File: src/rtl/alu_pkg.sv
// -----------------------------------------------------------------------------
// alu_pkg
// Shared constants for the ALU dispatch block: ALU control codes, RV32I opcode
// and funct3 values used by the decoder, and the dispatch FSM state encoding.
// -----------------------------------------------------------------------------
package alu_pkg;

   // ALU control codes driven on alu_control
   localparam logic [2:0] ALU_ADD = 3'b000;
   localparam logic [2:0] ALU_SUB = 3'b001;
   localparam logic [2:0] ALU_AND = 3'b010;
   localparam logic [2:0] ALU_OR  = 3'b011;

   // RV32I major opcodes handled by the dispatcher
   localparam logic [6:0] OP_R      = 7'b0110011;
   localparam logic [6:0] OP_I      = 7'b0010011;
   localparam logic [6:0] OP_LOAD   = 7'b0000011;
   localparam logic [6:0] OP_STORE  = 7'b0100011;
   localparam logic [6:0] OP_BRANCH = 7'b1100011;

   // funct3 values of interest
   localparam logic [2:0] F3_ADD = 3'b000;
   localparam logic [2:0] F3_OR  = 3'b110;
   localparam logic [2:0] F3_AND = 3'b111;
   localparam logic [2:0] F3_BEQ = 3'b000;
   localparam logic [2:0] F3_BNE = 3'b001;

   // Dispatch FSM states
   typedef enum logic [1:0] {
      ST_IDLE = 2'd0,
      ST_WAIT = 2'd1,
      ST_RESP = 2'd2
   } state_t;

endpackage

File: src/rtl/alu_dispatch_decode.sv
// -----------------------------------------------------------------------------
// alu_dispatch_decode
// Combinational decode of opcode/funct3/funct7_5 into an ALU control code.
// Ports:
//   opcode, funct3, funct7_5 : instruction fields
//   control                  : ALU control code (ADD/SUB/AND/OR)
//   use_imm                  : operand 2 comes from the immediate, not rs2
//   is_beq, is_bne           : branch flavour, used to resolve taken/not-taken
//   illegal                  : unsupported opcode/funct combination
// -----------------------------------------------------------------------------
module alu_dispatch_decode
   import alu_pkg::*;
(
   input  logic [6:0] opcode,
   input  logic [2:0] funct3,
   input  logic       funct7_5,
   output logic [2:0] control,
   output logic       use_imm,
   output logic       is_beq,
   output logic       is_bne,
   output logic       illegal
);

   always_comb begin
      control = ALU_ADD;
      use_imm = 1'b0;
      is_beq  = 1'b0;
      is_bne  = 1'b0;
      illegal = 1'b0;
      case (opcode)
         OP_R: begin
            case (funct3)
               F3_ADD:  control = funct7_5 ? ALU_SUB : ALU_ADD;
               F3_AND:  control = ALU_AND;
               F3_OR:   control = ALU_OR;
               default: illegal = 1'b1;
            endcase
         end
         OP_I: begin
            // funct7_5 is deliberately ignored: no SUBI exists
            use_imm = 1'b1;
            case (funct3)
               F3_ADD:  control = ALU_ADD;
               F3_AND:  control = ALU_AND;
               F3_OR:   control = ALU_OR;
               default: illegal = 1'b1;
            endcase
         end
         OP_LOAD, OP_STORE: begin
            // address generation: rs1 + imm
            use_imm = 1'b1;
         end
         OP_BRANCH: begin
            // both compares use SUB so alu_zero tells equality
            control = ALU_SUB;
            case (funct3)
               F3_BEQ:  is_beq  = 1'b1;
               F3_BNE:  is_bne  = 1'b1;
               default: illegal = 1'b1;
            endcase
         end
         default: illegal = 1'b1;
      endcase
   end

endmodule

File: src/rtl/alu_dispatch.sv
// -----------------------------------------------------------------------------
// alu_dispatch
// Initiator side of the ALU operand/control/done interface. Accepts one
// decoded instruction under valid/ready, drives registered operands and
// control to the ALU, waits for alu_done (bounded by TIMEOUT_CYCLES), then
// returns one response (result, branch outcome, illegal, timeout).
// Ports:
//   clk, rst_n                       : clock, synchronous active-low reset
//   req_valid/req_ready              : request handshake
//   opcode, funct3, funct7_5         : instruction fields
//   rs1_data, rs2_data, imm          : operand sources
//   alu_in1, alu_in2, alu_control    : registered ALU drive
//   alu_out, alu_done, alu_zero      : ALU return
//   rsp_valid/rsp_ready              : response handshake
//   rsp_result, rsp_branch_taken,
//   rsp_illegal, rsp_timeout         : response fields
// Optional (macro ALU_DISPATCH_STATS_EN):
//   stat_ops [31:0]      : good completed responses
//   stat_timeouts [15:0] : timed-out responses
// -----------------------------------------------------------------------------
module alu_dispatch
   import alu_pkg::*;
#(
   parameter int XLEN           = 32,
   parameter int TIMEOUT_CYCLES = 15
) (
   input  logic            clk,
   input  logic            rst_n,
   input  logic            req_valid,
   output logic            req_ready,
   input  logic [6:0]      opcode,
   input  logic [2:0]      funct3,
   input  logic            funct7_5,
   input  logic [XLEN-1:0] rs1_data,
   input  logic [XLEN-1:0] rs2_data,
   input  logic [XLEN-1:0] imm,
   output logic [XLEN-1:0] alu_in1,
   output logic [XLEN-1:0] alu_in2,
   output logic [2:0]      alu_control,
   input  logic [XLEN-1:0] alu_out,
   input  logic            alu_done,
   input  logic            alu_zero,
   output logic            rsp_valid,
   input  logic            rsp_ready,
   output logic [XLEN-1:0] rsp_result,
   output logic            rsp_branch_taken,
   output logic            rsp_illegal,
`ifdef ALU_DISPATCH_STATS_EN
   output logic [31:0]     stat_ops,
   output logic [15:0]     stat_timeouts,
`endif
   output logic            rsp_timeout
);

   localparam logic [7:0] TIMEOUT_LIM = 8'(TIMEOUT_CYCLES);

   state_t     state_reg;
   logic [7:0] cnt_reg;
   logic [7:0] cnt_next;
   logic       is_beq_reg;
   logic       is_bne_reg;

   logic [2:0] dec_control;
   logic       dec_use_imm;
   logic       dec_is_beq;
   logic       dec_is_bne;
   logic       dec_illegal;

   alu_dispatch_decode u_decode (
      .opcode   (opcode),
      .funct3   (funct3),
      .funct7_5 (funct7_5),
      .control  (dec_control),
      .use_imm  (dec_use_imm),
      .is_beq   (dec_is_beq),
      .is_bne   (dec_is_bne),
      .illegal  (dec_illegal)
   );

   assign cnt_next = cnt_reg + 8'd1;

   always_ff @(posedge clk) begin
      if (!rst_n) begin
         state_reg        <= ST_IDLE;
         cnt_reg          <= '0;
         is_beq_reg       <= 1'b0;
         is_bne_reg       <= 1'b0;
         req_ready        <= 1'b1;
         alu_in1          <= '0;
         alu_in2          <= '0;
         alu_control      <= ALU_ADD;
         rsp_valid        <= 1'b0;
         rsp_result       <= '0;
         rsp_branch_taken <= 1'b0;
         rsp_illegal      <= 1'b0;
         rsp_timeout      <= 1'b0;
      end else begin
         case (state_reg)
            ST_IDLE: begin
               if (req_valid) begin
                  req_ready        <= 1'b0;
                  rsp_result       <= '0;
                  rsp_branch_taken <= 1'b0;
                  rsp_timeout      <= 1'b0;
                  if (dec_illegal) begin
                     // ALU drive is left untouched for illegal requests
                     rsp_illegal <= 1'b1;
                     rsp_valid   <= 1'b1;
                     state_reg   <= ST_RESP;
                  end else begin
                     rsp_illegal <= 1'b0;
                     alu_in1     <= rs1_data;
                     alu_in2     <= dec_use_imm ? imm : rs2_data;
                     alu_control <= dec_control;
                     is_beq_reg  <= dec_is_beq;
                     is_bne_reg  <= dec_is_bne;
                     cnt_reg     <= '0;
                     state_reg   <= ST_WAIT;
                  end
               end
            end
            ST_WAIT: begin
               // alu_done is checked first so it wins over a coincident timeout
               if (alu_done) begin
                  rsp_result       <= alu_out;
                  rsp_branch_taken <= (is_beq_reg & alu_zero) | (is_bne_reg & ~alu_zero);
                  rsp_valid        <= 1'b1;
                  state_reg        <= ST_RESP;
               end else begin
                  cnt_reg <= cnt_next;
                  if (cnt_next == TIMEOUT_LIM) begin
                     rsp_timeout <= 1'b1;
                     rsp_valid   <= 1'b1;
                     state_reg   <= ST_RESP;
                  end
               end
            end
            ST_RESP: begin
               // req_ready rises only after the handshake edge, so no request
               // can be taken in the same cycle as the response
               if (rsp_ready) begin
                  rsp_valid <= 1'b0;
                  req_ready <= 1'b1;
                  state_reg <= ST_IDLE;
               end
            end
            default: begin
               state_reg <= ST_IDLE;
               req_ready <= 1'b1;
               rsp_valid <= 1'b0;
            end
         endcase
      end
   end

`ifdef ALU_DISPATCH_STATS_EN
   always_ff @(posedge clk) begin
      if (!rst_n) begin
         stat_ops      <= '0;
         stat_timeouts <= '0;
      end else if (rsp_valid && rsp_ready) begin
         if (!rsp_illegal && !rsp_timeout) stat_ops <= stat_ops + 32'd1;
         if (rsp_timeout) stat_timeouts <= stat_timeouts + 16'd1;
      end
   end
`endif

endmodule

File: config.mk
export PLATFORM = sky130hd
export DESIGN_NAME = alu_dispatch
export DESIGN_NICKNAME = d
export VERILOG_FILES = /design/src/rtl/alu_pkg.sv /design/src/rtl/alu_dispatch_decode.sv /design/src/rtl/alu_dispatch.sv
export SDC_FILE = /design/constraint.sdc
export NUM_CORES = 1
export LEC_CHECK = 0
export CORE_MARGIN = 8
export CORE_UTILIZATION = 41
export DETAILED_ROUTE_END_ITERATION = 16
export PLACE_DENSITY = 0.82
export SLEW_MARGIN = 20
export SYNTH_ARGS = -nofsm -noshare
export SYNTH_HDL_FRONTEND = slang
export SYNTH_SLANG_ARGS = --single-unit
File: constraint.sdc
create_clock -name clk -period 2.25 [get_ports clk]
set_clock_uncertainty 0.15 [all_clocks]
set_input_delay 0.45 -clock clk [delete_from_list [all_inputs] [get_ports clk]]
set_output_delay 0.45 -clock clk [all_outputs]
set_load 0.1 [all_outputs]
==> metrics.md, run 1 <==
| Metric | Value |
|---|---|
| Drt wl/cell | approximately 17 µm |
| Net Count, Synth | slightly above 700 |
| Ys flop type | dfxtp_1 |
| Final #Nets | around 980 |
| Startpoint types | primary input |
| Area grow syn2layout | 62.6% |
| Final hold vios | 0 |
| Mapped Area | between 0.005 and 0.006 mm² |
| Worst Path Arrival | roughly 2.4 ns |
| Buf/Inv on CP | 2 |
| I/O Buffers | approximately 250 |
| Post-synthesis compound-gate area fraction | ~22% |
| Ys Warns | 0 |
| Placed cell area | ~0.0076 mm² |
| Cts hold-fix bufs | 0 |
| Pre-CTS setup slack | -0.343 ns |
| Slew Viols, Final | 0 |
| Die H | 127 µm |
| Main combinational cell family by area after synthesis | compound AO/OA/AOI/OAI gates |
| GP Congestion | between 0.8 and 0.9 |
| Placed cells | approximately 980 |
| DRC | 0 |
| Setup_tns | 0 ns |
| Hpwl dp | about 13,000 µm |
| Library cells used by synthesis | 49 |
| Slowest cell on crit path | clkdlybuf4s50_1 |
| Non-filler instance count after layout | 1,012 |
| Number of cell rows | 40 |
| Adder-cell share of the synthesized area | less than 1% |
| CP Data Required Time | about 2.4 ns |
| Largest registers | alu_in1 x32, alu_in2 x32, rsp_result x32 |
| Commonest non-fill, non-tap cell in the layout | nand2_1 |
| Number of I/O pins | ~250 |
| Post-synth EDFFs | 0 |
| Die area | 0.0162 mm² |
| #FFs+latches synth | approximately 120 |
| Grt ovf | 0 |
| Crit-path leading delay family | compound AO/OA/AOI/OAI gates |
| Register area share after synthesis | 45.4% |
| Via/cell ratio | 5.12 |
| Fmax | 456 MHz |
| Post-layout util | roughly two thirds |
| Clock latency on the worst-skew pair | 0.40 ns |
| Post-synthesis simple-gate area fraction | slightly below 20% |
| Post-synthesis cell count | between 500 and 600 |
| Core area | 0.0121 mm² |
| CP Capture Type | register |
| Worst Hold Class | reg2reg |
| Initial DRC Count | between 200 and 300 |
| Status | complete, no violations |
| Worst vdd ir | approximately 0.00046 V |
| Die W | between 100 and 150 µm |
| Final hold slack | 0.305 ns |
| Detailed Routing Iterations Pass 1 | 4 |
| Antenna Nets Post-Route | 0 |
| Mux share of post-synthesis cell area | 6.95% |
| Min Clock Period, post-route | around 2.2 ns |
| LEAKAGE | approximately 3.6 nW |
| WL final | around 17,000 µm |
| Clock Path Buffers | 2 |
| Most frequent cells in the layout | 146 x nand2_1, 143 x clkdlybuf4s50_1, 133 x buf_4, 115 x dfxtp_1, 39 x nand3_1 |
| Ratio of cells with drive above 1 in the final layout | a little over a fifth |
| CP cell instances | clkdlybuf4s50_1, or3_4, a311oi_4, o21a_4, buf_12, nand2_1, a21boi_1 |
| Avg Inst Size Synth | a little under 9 µm² |
| Vias | a little over 5,000 |
| Ys async rst share | 0% |
| Largest net degree at the start of global routing | around 110 |
| P per Cell Area | around 650 mW/mm² |
| Initial antenna violation count | 1 |
| Crit-path max cell delay | around 0.44 ns |
| Post-route cell area | just over 0.008 mm² |
| Setup CP Type | in2reg |
| RSZ-0062 raised after global routing | no |
| Peak fanout along the critical path | 27 |
| Clock sinks | about 120 |
| Number of global-route vias before repair | approximately 5,200 |
| Post-cts resize count | 0 |
| First-pass GRT wire length | 27,000 µm |
| # setup viols final | 0 |
| Number of setup buffers added after CTS | 0 |
| Period utilization | between 90 and 100% |
| Starting Density | between 40% and 50% |
| Clock Tree Root | clkbuf_16 |
| GRT Total Usage | a little over a fifth |
| CTS H-tree depth | 4 |
| Max Cap Viol | 0 |
| XOR/XNOR share of the synthesized area | less than 1% |
| Final WS setup | about 0.056 ns |
| Overall power | 5.38 mW |
| Clock-pin slew on the worst setup and hold paths | 0.05 ns |
| CTS tree | yes |
| Total CTS buffers | 17 |
==> metal layers <==
layer  up-vias  global-route usage, %  part of all wire, %
met5         -                      0                    0
met4         0                   10.1                  2.7
met3        35                   9.69                   10
met2       234                   34.8                   47
met1      2398                   21.9                   40
li1       2511                      -                    -
==> cell families after synthesis <==
group	after synthesis
AO/OA/AOI/OAI	141
XOR/XNOR	3
adder cells (fa/ha/maj)	2
buffers and inverters	48
flip-flops	115
multiplexers	35
other	1
AND/OR/NAND/NOR	227
==> synthesized netlist by cell type, types with 2 or more instances <==
library cell	n	share of area [%]
o21a_1	2	0.30
a21oi_1	8	0.79
mux2i_1	33	6.5
a31oi_1	2	0.25
and3_1	3	0.37
mux2_2	2	0.44
nand2_1	146	11
dfxtp_1	115	45
buf_4	8	1.2
nor2b_1	3	0.37
a211oi_1	2	0.30
a21boi_0	38	5.6
nor2_1	14	1.0
nor3b_1	2	0.30
buf_2	10	0.99
nand4_1	4	0.49
buf_6	3	0.67
inv_1	3	0.22
xor2_1	2	0.35
o31ai_1	3	0.44
or3_1	2	0.25
o21ai_0	10	0.99
a21boi_1	33	4.9
clkbuf_1	24	1.8
nor4_1	3	0.37
nand2b_1	3	0.37
o211a_1	33	6.5
nand3_1	39	3.8
ha_1	2	0.49
==> worst reg2reg max path: stages (launching register included) <==
cell and delay (ns):
dfxtp_1 0.38, ha_2 0.24, and3_1 0.24, nor4_1 0.19, o21ai_1 0.17, or4b_1 0.48
a21boi_0 0.15
==> power by group <==
part	switching, mW	leakage, nW	internal (mW)
Clock	0.912	0.287	1.79
Combinational	0.284	2.34	0.323
Sequential	0.0106	0.928	2.06
==> path summary, 6_finish.rpt <==
kind	cells after the start	start	end	slack [ns]
hold / removal	2	alu_in1[3]$_SDFFE_PN0P_	alu_in1[3]$_SDFFE_PN0P_	0.31
setup / recovery	7	funct3[1]	alu_in1[11]$_SDFFE_PN0P_	0.06
setup reg to reg	6	cnt_reg[1]$_SDFFE_PN0P_	state_reg[1]$_SDFFE_PN0P_	0.17
hold reg to reg	2	alu_in1[3]$_SDFFE_PN0P_	alu_in1[3]$_SDFFE_PN0P_	0.31
==> final cells by class <==
| class | count | area, µm² |
|---|---|---|
| Multi-Input combinational cell | 409 | 2550 |
| Sequential cell | 115 | 2300 |
| Tap cell | 168 | 210 |
| Inverter | 3 | 11.3 |
| Clock buffer | 23 | 468 |
| Fill cell | 910 | 3810 |
| Clock inverter | 9 | 129 |
| Antenna cell | 1 | 2.50 |
| Timing Repair Buffer | 284 | 2570 |
Note: power is estimated with default switching activity, not from simulation.
==> run 2, diff against run 1 <==
Settings changed: CORE_ASPECT_RATIO set to 1.4.
==> metrics.md, run 2 (synthesized netlist as in run 1, its figures left out) <==
| Metric | Value |
|---|---|
| Status | complete, no violations |
| Placed cell area | around 0.0076 mm² |
| Pre-CTS setup slack | -0.350 ns |
| I/O Buffers | 247 |
| CP Data Required Time | around 2.4 ns |
| Multi-input logic area | around 0.0026 mm² |
| Setup CP Type | in2reg |
| Clock Path Buffers | 2 |
| Clock sinks | 115 |
| Antenna Nets Post-Route | 0 |
| Hold Crit Start | alu_in1[5]$_SDFFE_PN0P_ |
| Number of global-route vias before repair | roughly 5,200 |
| Met2 GRT Util | around a third |
| R2R Setup Slk | approximately 0.18 ns |
| GR Layer Usage met3 | roughly 9.9% |
| CTS H-tree depth | 4 |
| Worst Hold Class | reg2reg |
| Drt wl/cell | between 15 and 20 µm |
| Commonest non-fill, non-tap cell in the layout | nand2_1 |
| WL final | 16,500 µm |
| Die area | roughly 0.016 mm² |
| Worst Path Arrival | about 2.4 ns |
| Worst setup path endpoint | alu_control[1]$_SDFFE_PN0P_ |
| Post-layout util | between 60% and 70% |
| Final #Nets | between 900 and 1,000 |
| Min Clock Period, post-route | 2.19 ns |
| Initial DRC Count | 276 |
| First-pass GRT wire length | around 26,000 µm |
| Crit path from | funct3[1] |
| Grt met1 use | 20.3% |
| Number of I/O pins | 249 |
| Diode count | 0 |
| Clock latency on the worst-skew pair | about 0.40 ns |
| DRC | 0 |
| Ratio of cells with drive above 1 in the final layout | between 20% and 30% |
| Die W | approximately 110 µm |
| Vias | roughly 5,000 |
| LEAKAGE | approximately 3.5 nW |
| Overall power | approximately 5.3 mW |
| Detailed Routing Iterations Pass 1 | 5 |
| Reg2reg path depth | 6 |
| Startpoint types | primary input |
| Final hold vios | 0 |
| Cts hold-fix bufs | 0 |
| Largest registers | alu_in1 x32, alu_in2 x32, rsp_result x32 |
| RSZ-0062 raised after global routing | no |
| CTS tree | yes |
| Total CTS buffers | 17 |
| Starting Density | between 40% and 50% |
| CP Capture Type | register |
| Hpwl dp | ~13,000 µm |
| Clock Tree Root | clkbuf_16 |
| Final WS setup | approximately 0.060 ns |
| Grt ovf | 0 |
| Max Cap Viol | 0 |
| Reg2Reg Capture Point | state_reg[1]$_SDFFE_PN0P_ |
| Peak fanout along the critical path | 6 |
| GRT Total Usage | 20.0% |
| Post-route cell area | around 0.0082 mm² |
| Number of cell rows | 48 |
| Initial antenna violation count | 0 |
| Most frequent cells in the layout | 146 x nand2_1, 143 x clkdlybuf4s50_1, 127 x buf_4, 115 x dfxtp_1, 39 x nand3_1 |
| # setup viols final | 0 |
| Largest net degree at the start of global routing | 114 |
| Core area | around 0.012 mm² |
| Clock-pin slew on the worst setup and hold paths | about 0.050 ns |
| Area grow syn2layout | 61.0% |
| GP Congestion | about 0.8 |
| # fillers | between 1,000 and 1,500 |
| Worst vdd ir | about 0.00046 V |
| Period utilization | a little over nine tenths |
| Slew Viols, Final | 0 |
| Fmax | ~460 MHz |
| Die H | ~150 µm |
| P per Cell Area | roughly 650 mW/mm² |
| Reg area | 0.00230 mm² |
| Via/cell ratio | slightly above 5 |
| Reg-to-Reg Start | cnt_reg[0]$_SDFFE_PN0P_ |
| Most used routing layer | met2 |
-- run 2: worst max-delay path: stages --
cell and delay, ns:
clkdlybuf4s50_1 0.42, or3_4 0.41, a311oi_4 0.31, buf_4 0.19, o21ai_4 0.08, or3_1 0.36
a21boi_1 0.15
-- run 2: report_power, final --
group / internal [mW] / total, mW / switching (mW)
logic: 0.325 / 0.606 / 0.281
registers: 2.05 / 2.06 / 0.0105
clock network: 1.67 / 2.65 / 0.978
-- run 2: routing by layer --
metal	up-vias	share of wire, %
met4	0	2.0
met5	-	0
met3	25	12
li1	2488	-
met2	216	49
met1	2293	37
-- run 2: layout make-up --
class / instances / area share (%)
Clock inverter: 14 / 1.90
Tap cell: 150 / 2.30
Timing Repair Buffer: 277 / 30.7
Inverter: 3 / 0.138
Clock buffer: 18 / 5.38
Multi-Input combinational cell: 409 / 31.4
Sequential cell: 115 / 28.2
-- run 2: repair_timing --
action,4_1_cts,5_1_grt
resized for setup,0,3
setup endpoints to repair,0,3
setup buffers,0,0
-- run 2: worst min path at each step --
stage	to	slack [ns]	cells past startpoint
floorplan	is_beq_reg$_SDFFE_PN0P_	0.28	2
finish	alu_in1[5]$_SDFFE_PN0P_	0.30	2
detailed placement	alu_in1[5]$_SDFFE_PN0P_	0.30	2
CTS	alu_in1[5]$_SDFFE_PN0P_	0.31	2
global placement	is_beq_reg$_SDFFE_PN0P_	0.29	2
global route	alu_in1[31]$_SDFFE_PN0P_	0.32	2
-- run 2: stage by stage --
| step | cells | hold WS (ns) | TNS [ns] |
|---|---|---|---|
| finish | 986 | 0.305 | 0 |
| global route | 986 | 0.323 | 0 |
| CTS | 986 | 0.306 | 0 |
| detailed placement | 954 | 0.298 | -20.47 |
| global placement | 954 | 0.290 | -16.31 |
| floorplan | 572 | 0.277 | 0 |
